===== src/rtl/wb_arbiter_if.sv =====
// Writeback bus between the two result sources, the arbiter, the regfile write port
// and the decode-stage pending lookups.
interface wb_arbiter_if;
  logic        flush_i;
  logic        alu_valid;
  logic [4:0]  alu_addr;
  logic [31:0] alu_data;
  logic        alu_ready;
  logic        lsu_valid;
  logic [4:0]  lsu_addr;
  logic [31:0] lsu_data;
  logic        lsu_ready;
  logic        rd_wren;
  logic [4:0]  rd_addr;
  logic [31:0] rd_data;
  logic [4:0]  rs1_addr;
  logic [4:0]  rs2_addr;
  logic        rs1_pend;
  logic        rs2_pend;

  modport slave (
    input  flush_i,
    input  alu_valid, alu_addr, alu_data,
    output alu_ready,
    input  lsu_valid, lsu_addr, lsu_data,
    output lsu_ready,
    output rd_wren, rd_addr, rd_data,
    input  rs1_addr, rs2_addr,
    output rs1_pend, rs2_pend
  );

  modport master (
    output flush_i,
    output alu_valid, alu_addr, alu_data,
    input  alu_ready,
    output lsu_valid, lsu_addr, lsu_data,
    input  lsu_ready,
    input  rd_wren, rd_addr, rd_data,
    output rs1_addr, rs2_addr,
    input  rs1_pend, rs2_pend
  );
endinterface


===== src/rtl/wb_arbiter.sv =====
// Two-source writeback arbiter: per-source FIFOs, round-robin drain into a registered
// regfile write stage, and combinational pending-write lookup for decode.
module wb_arbiter #(
  parameter int DEPTH = 2
) (
  input  logic         clk_i,
  input  logic         rst_ni,
  wb_arbiter_if.slave  bus
);
  localparam int PW = $clog2(DEPTH);
  localparam int CW = PW + 1;

  // Source 0 is the ALU, source 1 is the LSU.
  logic        w_in_valid  [2];
  logic [4:0]  w_in_addr   [2];
  logic [31:0] w_in_data   [2];
  logic        w_ready     [2];
  logic        w_nonempty  [2];
  logic        w_grant     [2];
  logic        w_hit1      [2];
  logic        w_hit2      [2];
  logic [4:0]  w_head_addr [2];
  logic [31:0] w_head_data [2];

  logic        w_both;
  logic        w_sel;
  logic        w_win;
  logic        r_last_grant;
  logic        r_rd_wren;
  logic [4:0]  r_rd_addr;
  logic [31:0] r_rd_data;

  assign w_in_valid[0] = bus.alu_valid;
  assign w_in_addr[0]  = bus.alu_addr;
  assign w_in_data[0]  = bus.alu_data;
  assign w_in_valid[1] = bus.lsu_valid;
  assign w_in_addr[1]  = bus.lsu_addr;
  assign w_in_data[1]  = bus.lsu_data;
  assign bus.alu_ready = w_ready[0];
  assign bus.lsu_ready = w_ready[1];

  genvar gi, ei;
  generate
    for (gi = 0; gi < 2; gi++) begin : g_src
      logic [4:0]       r_mem_addr [DEPTH];
      logic [31:0]      r_mem_data [DEPTH];
      logic [PW-1:0]    r_wptr;
      logic [PW-1:0]    r_rptr;
      logic [CW-1:0]    r_cnt;
      logic             w_push;
      logic [DEPTH-1:0] w_valid_mask;
      logic [DEPTH-1:0] w_hit1_vec;
      logic [DEPTH-1:0] w_hit2_vec;

      assign w_ready[gi]     = (r_cnt != CW'(DEPTH));
      assign w_nonempty[gi]  = (r_cnt != '0);
      // Writes to x0 complete the handshake but are never stored.
      assign w_push          = w_in_valid[gi] && w_ready[gi] &&
                               (w_in_addr[gi] != 5'd0) && !bus.flush_i;
      assign w_head_addr[gi] = r_mem_addr[r_rptr];
      assign w_head_data[gi] = r_mem_data[r_rptr];

      always_ff @(posedge clk_i or negedge rst_ni) begin
        if (!rst_ni) begin
          r_wptr <= '0;
          r_rptr <= '0;
          r_cnt  <= '0;
        end else if (bus.flush_i) begin
          r_wptr <= '0;
          r_rptr <= '0;
          r_cnt  <= '0;
        end else begin
          if (w_push)
            r_wptr <= r_wptr + 1'b1;
          if (w_grant[gi])
            r_rptr <= r_rptr + 1'b1;
          if (w_push && !w_grant[gi])
            r_cnt <= r_cnt + 1'b1;
          else if (!w_push && w_grant[gi])
            r_cnt <= r_cnt - 1'b1;
        end
      end

      always_ff @(posedge clk_i) begin
        if (w_push) begin
          r_mem_addr[r_wptr] <= w_in_addr[gi];
          r_mem_data[r_wptr] <= w_in_data[gi];
        end
      end

      // An entry is live when its distance from the read pointer is below the count.
      for (ei = 0; ei < DEPTH; ei++) begin : g_ent
        assign w_valid_mask[ei] = ({1'b0, PW'(ei) - r_rptr} < r_cnt);
        assign w_hit1_vec[ei]   = w_valid_mask[ei] && (r_mem_addr[ei] == bus.rs1_addr);
        assign w_hit2_vec[ei]   = w_valid_mask[ei] && (r_mem_addr[ei] == bus.rs2_addr);
      end

      assign w_hit1[gi] = |w_hit1_vec;
      assign w_hit2[gi] = |w_hit2_vec;
    end
  endgenerate

  assign w_both     = w_nonempty[0] && w_nonempty[1];
  assign w_sel      = w_both ? ~r_last_grant : w_nonempty[1];
  assign w_win      = (w_nonempty[0] || w_nonempty[1]) && !bus.flush_i;
  assign w_grant[0] = w_win && !w_sel;
  assign w_grant[1] = w_win && w_sel;

  // Reset last_grant to the LSU so the ALU takes the first tie.
  always_ff @(posedge clk_i or negedge rst_ni) begin
    if (!rst_ni) begin
      r_last_grant <= 1'b1;
      r_rd_wren    <= 1'b0;
      r_rd_addr    <= 5'd0;
      r_rd_data    <= 32'd0;
    end else begin
      r_rd_wren <= w_win;
      if (w_win) begin
        r_last_grant <= w_sel;
        r_rd_addr    <= w_head_addr[w_sel];
        r_rd_data    <= w_head_data[w_sel];
      end
    end
  end

  assign bus.rd_wren = r_rd_wren;
  assign bus.rd_addr = r_rd_addr;
  assign bus.rd_data = r_rd_data;

  assign bus.rs1_pend = (bus.rs1_addr != 5'd0) &&
                        (w_hit1[0] || w_hit1[1] || (r_rd_wren && (r_rd_addr == bus.rs1_addr)));
  assign bus.rs2_pend = (bus.rs2_addr != 5'd0) &&
                        (w_hit2[0] || w_hit2[1] || (r_rd_wren && (r_rd_addr == bus.rs2_addr)));
endmodule


===== src/flat_wrapper.sv =====
// flat-port wrapper written by rule: the top's interface ports become plain ports
module wb_arbiter_flat 
#(
  parameter int DEPTH = 2
)
  (clk_i, rst_ni, bus_flush_i, bus_alu_valid, bus_alu_addr, bus_alu_data, bus_alu_ready, bus_lsu_valid, bus_lsu_addr, bus_lsu_data, bus_lsu_ready, bus_rd_wren, bus_rd_addr, bus_rd_data, bus_rs1_addr, bus_rs2_addr, bus_rs1_pend, bus_rs2_pend);
  wb_arbiter_if bus_i ();
  input  logic clk_i;
  input  logic rst_ni;
  input wire logic [$bits(bus_i.flush_i)-1:0] bus_flush_i;
  input wire logic [$bits(bus_i.alu_valid)-1:0] bus_alu_valid;
  input wire logic [$bits(bus_i.alu_addr)-1:0] bus_alu_addr;
  input wire logic [$bits(bus_i.alu_data)-1:0] bus_alu_data;
  output wire logic [$bits(bus_i.alu_ready)-1:0] bus_alu_ready;
  input wire logic [$bits(bus_i.lsu_valid)-1:0] bus_lsu_valid;
  input wire logic [$bits(bus_i.lsu_addr)-1:0] bus_lsu_addr;
  input wire logic [$bits(bus_i.lsu_data)-1:0] bus_lsu_data;
  output wire logic [$bits(bus_i.lsu_ready)-1:0] bus_lsu_ready;
  output wire logic [$bits(bus_i.rd_wren)-1:0] bus_rd_wren;
  output wire logic [$bits(bus_i.rd_addr)-1:0] bus_rd_addr;
  output wire logic [$bits(bus_i.rd_data)-1:0] bus_rd_data;
  input wire logic [$bits(bus_i.rs1_addr)-1:0] bus_rs1_addr;
  input wire logic [$bits(bus_i.rs2_addr)-1:0] bus_rs2_addr;
  output wire logic [$bits(bus_i.rs1_pend)-1:0] bus_rs1_pend;
  output wire logic [$bits(bus_i.rs2_pend)-1:0] bus_rs2_pend;
  assign bus_i.flush_i = bus_flush_i;
  assign bus_i.alu_valid = bus_alu_valid;
  assign bus_i.alu_addr = bus_alu_addr;
  assign bus_i.alu_data = bus_alu_data;
  assign bus_alu_ready = bus_i.alu_ready;
  assign bus_i.lsu_valid = bus_lsu_valid;
  assign bus_i.lsu_addr = bus_lsu_addr;
  assign bus_i.lsu_data = bus_lsu_data;
  assign bus_lsu_ready = bus_i.lsu_ready;
  assign bus_rd_wren = bus_i.rd_wren;
  assign bus_rd_addr = bus_i.rd_addr;
  assign bus_rd_data = bus_i.rd_data;
  assign bus_i.rs1_addr = bus_rs1_addr;
  assign bus_i.rs2_addr = bus_rs2_addr;
  assign bus_rs1_pend = bus_i.rs1_pend;
  assign bus_rs2_pend = bus_i.rs2_pend;
  wb_arbiter #(.DEPTH(DEPTH)) u_core (.clk_i(clk_i), .rst_ni(rst_ni), .bus(bus_i));
endmodule

===== config.mk =====
export PLATFORM = sky130hd
export DESIGN_NAME = wb_arbiter_flat
export DESIGN_NICKNAME = d
export VERILOG_FILES = /design/src/rtl/wb_arbiter_if.sv /design/src/rtl/wb_arbiter.sv /design/src/flat_wrapper.sv
export SDC_FILE = /design/constraint.sdc
export NUM_CORES = 1
export LEC_CHECK = 0
export ABC_AREA = 1
export CORE_ASPECT_RATIO = 1.75
export CORE_MARGIN = 3
export CORE_UTILIZATION = 35
export DETAILED_ROUTE_END_ITERATION = 7
export SLEW_MARGIN = 20
export SYNTH_ARGS = -nofsm -noshare
export SYNTH_HDL_FRONTEND = slang
export SYNTH_SLANG_ARGS = --single-unit

===== constraint.sdc =====
create_clock -name clk_i -period 3.2 [get_ports clk_i]
set_clock_uncertainty 0.05 [all_clocks]
set_input_delay 0.64 -clock clk_i [delete_from_list [all_inputs] [get_ports clk_i]]
set_output_delay 0.64 -clock clk_i [all_outputs]
set_load 0.05 [all_outputs]

==> flow_metrics.tcl, run 1 <==
set metrics [dict create \
    first_pass_iters 4 \
    ys_warn_count 0 \
    synth_common_cells "nand2_1, edfxtp_1, nor2_1" \
    syn2layout_area_growth_pct 28.06 \
    cts_resized 0 \
    die_w_um 122.5 \
    clockBufferDepth 2 \
    yosys.area_share.simple_pct 18.92 \
    synthMuxAreaShare_pct 2.771 \
    worstHoldPathType "input port to async pin" \
    setup-violations-final 0 \
    grt_pass1_vias 5840 \
    slowest_stage "clkdlybuf4s50_1" \
    drcViolationCount 0 \
    hold-worst-slack_ns 0.06142 \
    clk_pin_slew_ns 0.07 \
    crit_chain "clkdlybuf4s50_1, inv_1, nand2_1, nand2_1, a21oi_1, nand3_1, nand3_1, nor2_1, nor2_1, buf_12" \
    synth_top_family_by_area "simple AND/OR/NAND/NOR gates" \
    place.gp.congestion 0.8593 \
    synth_fp_nets 842 \
    grt_pass1_wl_um 34160 \
    required_ns 2.51 \
    synth_compound_area_share_pct 3.946 \
    yosys_most_used_dff "edfxtp_1" \
    clock_latency_ns 0.44 \
    critPathTopFamily "buffers and inverters" \
    nNetsFinal 977 \
    critPathMaxStageDelay_ns 0.66 \
    num_rows 74 \
    drt_iter0_drc 308 \
    avgRoutedWirePerCell_um 18.92 \
    synth-xor-area-share_pct 3.268 \
    relSlewSlack_pct 59.55 \
    ff2ff_path_depth 5 \
    antenna_cells 0 \
    grt_max_degree 40 \
    synthesis.area_um2 8308 \
    critical_path_class "input port to output port" \
    critPathMaxFanout 6 \
    path_buf_inv 3 \
    ys_seq_area_share_pct 67.67 \
    endpoint_kind "output port" \
    cp_num_cells 10 \
    crit_arrival_ns 2.39 \
    stdcell_area_um2 10640 \
    min_period_ns 3.080 \
    start_kind "input port" \
    drtAntennaViolNets 0 \
    core_area_um2 23330 \
    io_pins 131 \
    drive_gt1_share_pct 8.879 \
    irDropWorstVdd_v 0.0005245 \
    start_util_pct 35.61 \
    numCtsBuffers 17 \
    port-buffer-count 130 \
    grt.overflow.total 0 \
    post_cts_buffers 0 \
    place_area_um2 10050 \
    synth.distinct_cells 34 \
    fin_cells 1205 \
    htree_num_levels 4 \
    clockRootBuffer "clkbuf_16" \
    yosys.area.top_type "edfxtp_1" \
    synth.avg_cell_area_um2 11.03 \
    numPlacedInstances 1173 \
    pwr_density_cell_nw_per_um2 859.8 \
    final_max_slew_viol_count 0 \
    cts.sinks 195 \
    power_w 0.009147 \
    cts_tree "done" \
    max-cap-violations 0 \
    ys_async_sr_fraction_pct 24.10 \
    cts_hold_buf 0 \
    wirelength_um 22790 \
    final.setup.tns_ns 0 \
    status "finished, final reports clean" \
    yosysMostFrequentCell "nand2_1" \
    grt_setup_unrepaired "no" \
    via_count 5762 \
    track_usage_pct 18.34 \
    ys_ff_latch 195 \
    netlist_instances 753 \
    synth_edf_count 148 \
    synthAdderAreaFrac_pct 0 \
    max_freq_ghz 0.3247 \
    p_leak_nw 4.215 \
    antenna_found_initial 0 \
    hpwl_um 16200 \
    dieArea_um2 25690 \
    viasPerCell 4.782 \
    worst_slew_pin_slew_ns 0.6067 \
    finalCritPeriodShare_pct 96.25 \
    yosys.area.top_type_share_pct 53.49 \
    die_y_um 209.8 \
    hold_viol_final 0 \
    synthTopCellsByArea "edfxtp_1, dfrtp_1, nand2_1, xor2_1, mux2i_1" \
]
-- worst paths after layout --
check                                         start                                to  slack [ns]
min in group clk_i           u_core.bus.rd_data[23]            u_core.bus.rd_data[23]        0.45
hold reg to reg              u_core.bus.rd_data[23]            u_core.bus.rd_data[23]        0.45
hold / removal                               rst_ni             u_core.bus.rd_addr[4]        0.06
setup / recovery                    bus_rs2_addr[4]                      bus_rs2_pend        0.12
setup reg to reg           u_core.g_src[1].r_cnt[0]  u_core.g_src[1].r_mem_data[0][3]        1.36
max in group asynchronous                    rst_ni               u_core.r_last_grant        2.32
-- stage by stage --
stage / utilization [%] / worst slack, ns
floorplan: - / 0.1610
global placement: 43.06 / 0.1232
detailed placement: 43.06 / 0.1277
CTS: 45.60 / 0.1196
global route: 45.60 / 0.02877
finish: 45.60 / 0.1199
-- state kept, by name, summed over array words and instances (netlist names) --
register                 count
u_core.g_src.r_rptr          2
u_core.g_src.r_mem_data    128
u_core.g_src.r_wptr          2
u_core.g_src.r_cnt           4
u_core.bus.rd_data          32
u_core.bus.rd_wren           1
u_core.g_src.r_mem_addr     20
u_core.bus.rd_addr           5
u_core.r_last_grant          1
-- cells in the final DEF, fill, tap and decap left out, types with 2 or more instances in the layout --
| cell | count |
|---|---|
| mux2i_1 | 23 |
| nor2_1 | 43 |
| nand3_1 | 40 |
| nand2_1 | 281 |
| inv_2 | 5 |
| clkinv_1 | 2 |
| dfrtp_2 | 2 |
| nor3_1 | 4 |
| a21oi_1 | 11 |
| nand2_2 | 2 |
| nor2_4 | 7 |
| edfxtp_1 | 148 |
| clkdlybuf4s50_1 | 127 |
| buf_12 | 3 |
| buf_4 | 18 |
| nor2_2 | 2 |
| clkinvlp_4 | 6 |
| inv_8 | 2 |
| bufinv_16 | 2 |
| o22ai_1 | 6 |
| inv_1 | 28 |
| xnor2_1 | 2 |
| inv_6 | 2 |
| o221ai_1 | 12 |
| clkinv_2 | 2 |
| o21ai_0 | 14 |
| clkbuf_16 | 17 |
| xor2_1 | 29 |
| nand2_4 | 3 |
| dfrtp_1 | 44 |
| a21boi_1 | 2 |
| o211ai_1 | 3 |
-- cells by family (layout without fill, tap and decap cells) --
logic type      Yosys count  after routing
xor+xnor                 31             31
compound gates           51             51
mux                      23             23
simple gates            384            384
buf+inv                  69            217
flops                   195            195
-- metal layers --
| layer | GRT usage, % | vias to the layer above | wire length, um |
|---|---|---|---|
| met5 | 0 | - | 0 |
| met2 | 35.45 | 137 | 13270 |
| met4 | 7.773 | 0 | 690 |
| met1 | 18.85 | 2793 | 8029 |
| met3 | 3.101 | 38 | 807 |
| li1 | - | 2794 | - |
-- power by group --
group          switching (W)  internal (W)
Combinational        0.00234       0.00113
Clock               0.000954       0.00118
Sequential          0.000340       0.00320
-- area by class of cell --
cell class                 count  area (um2)
clock inverter                14       153.9
sequential                   195        5624
clock buffer                  18       439.2
multi-input combinational    489        2431
inverter                      36       138.9
fill                        2204       12690
timing repair buffer         149        1471
tap                          304       380.4
Power figures use the tool's default switching activity.
==> run 2, diff against run 1 <==
--- a/config.mk
+++ b/config.mk
@@ -10,7 +10,7 @@
 export CORE_MARGIN = 3
 export CORE_UTILIZATION = 35
 export DETAILED_ROUTE_END_ITERATION = 7
-export SLEW_MARGIN = 20
+export SLEW_MARGIN = 30
 export SYNTH_ARGS = -nofsm -noshare
 export SYNTH_HDL_FRONTEND = slang
 export SYNTH_SLANG_ARGS = --single-unit
==> results of run 2 <==
Same layout as run 1: the final DEF is identical, and so are final timing and power.
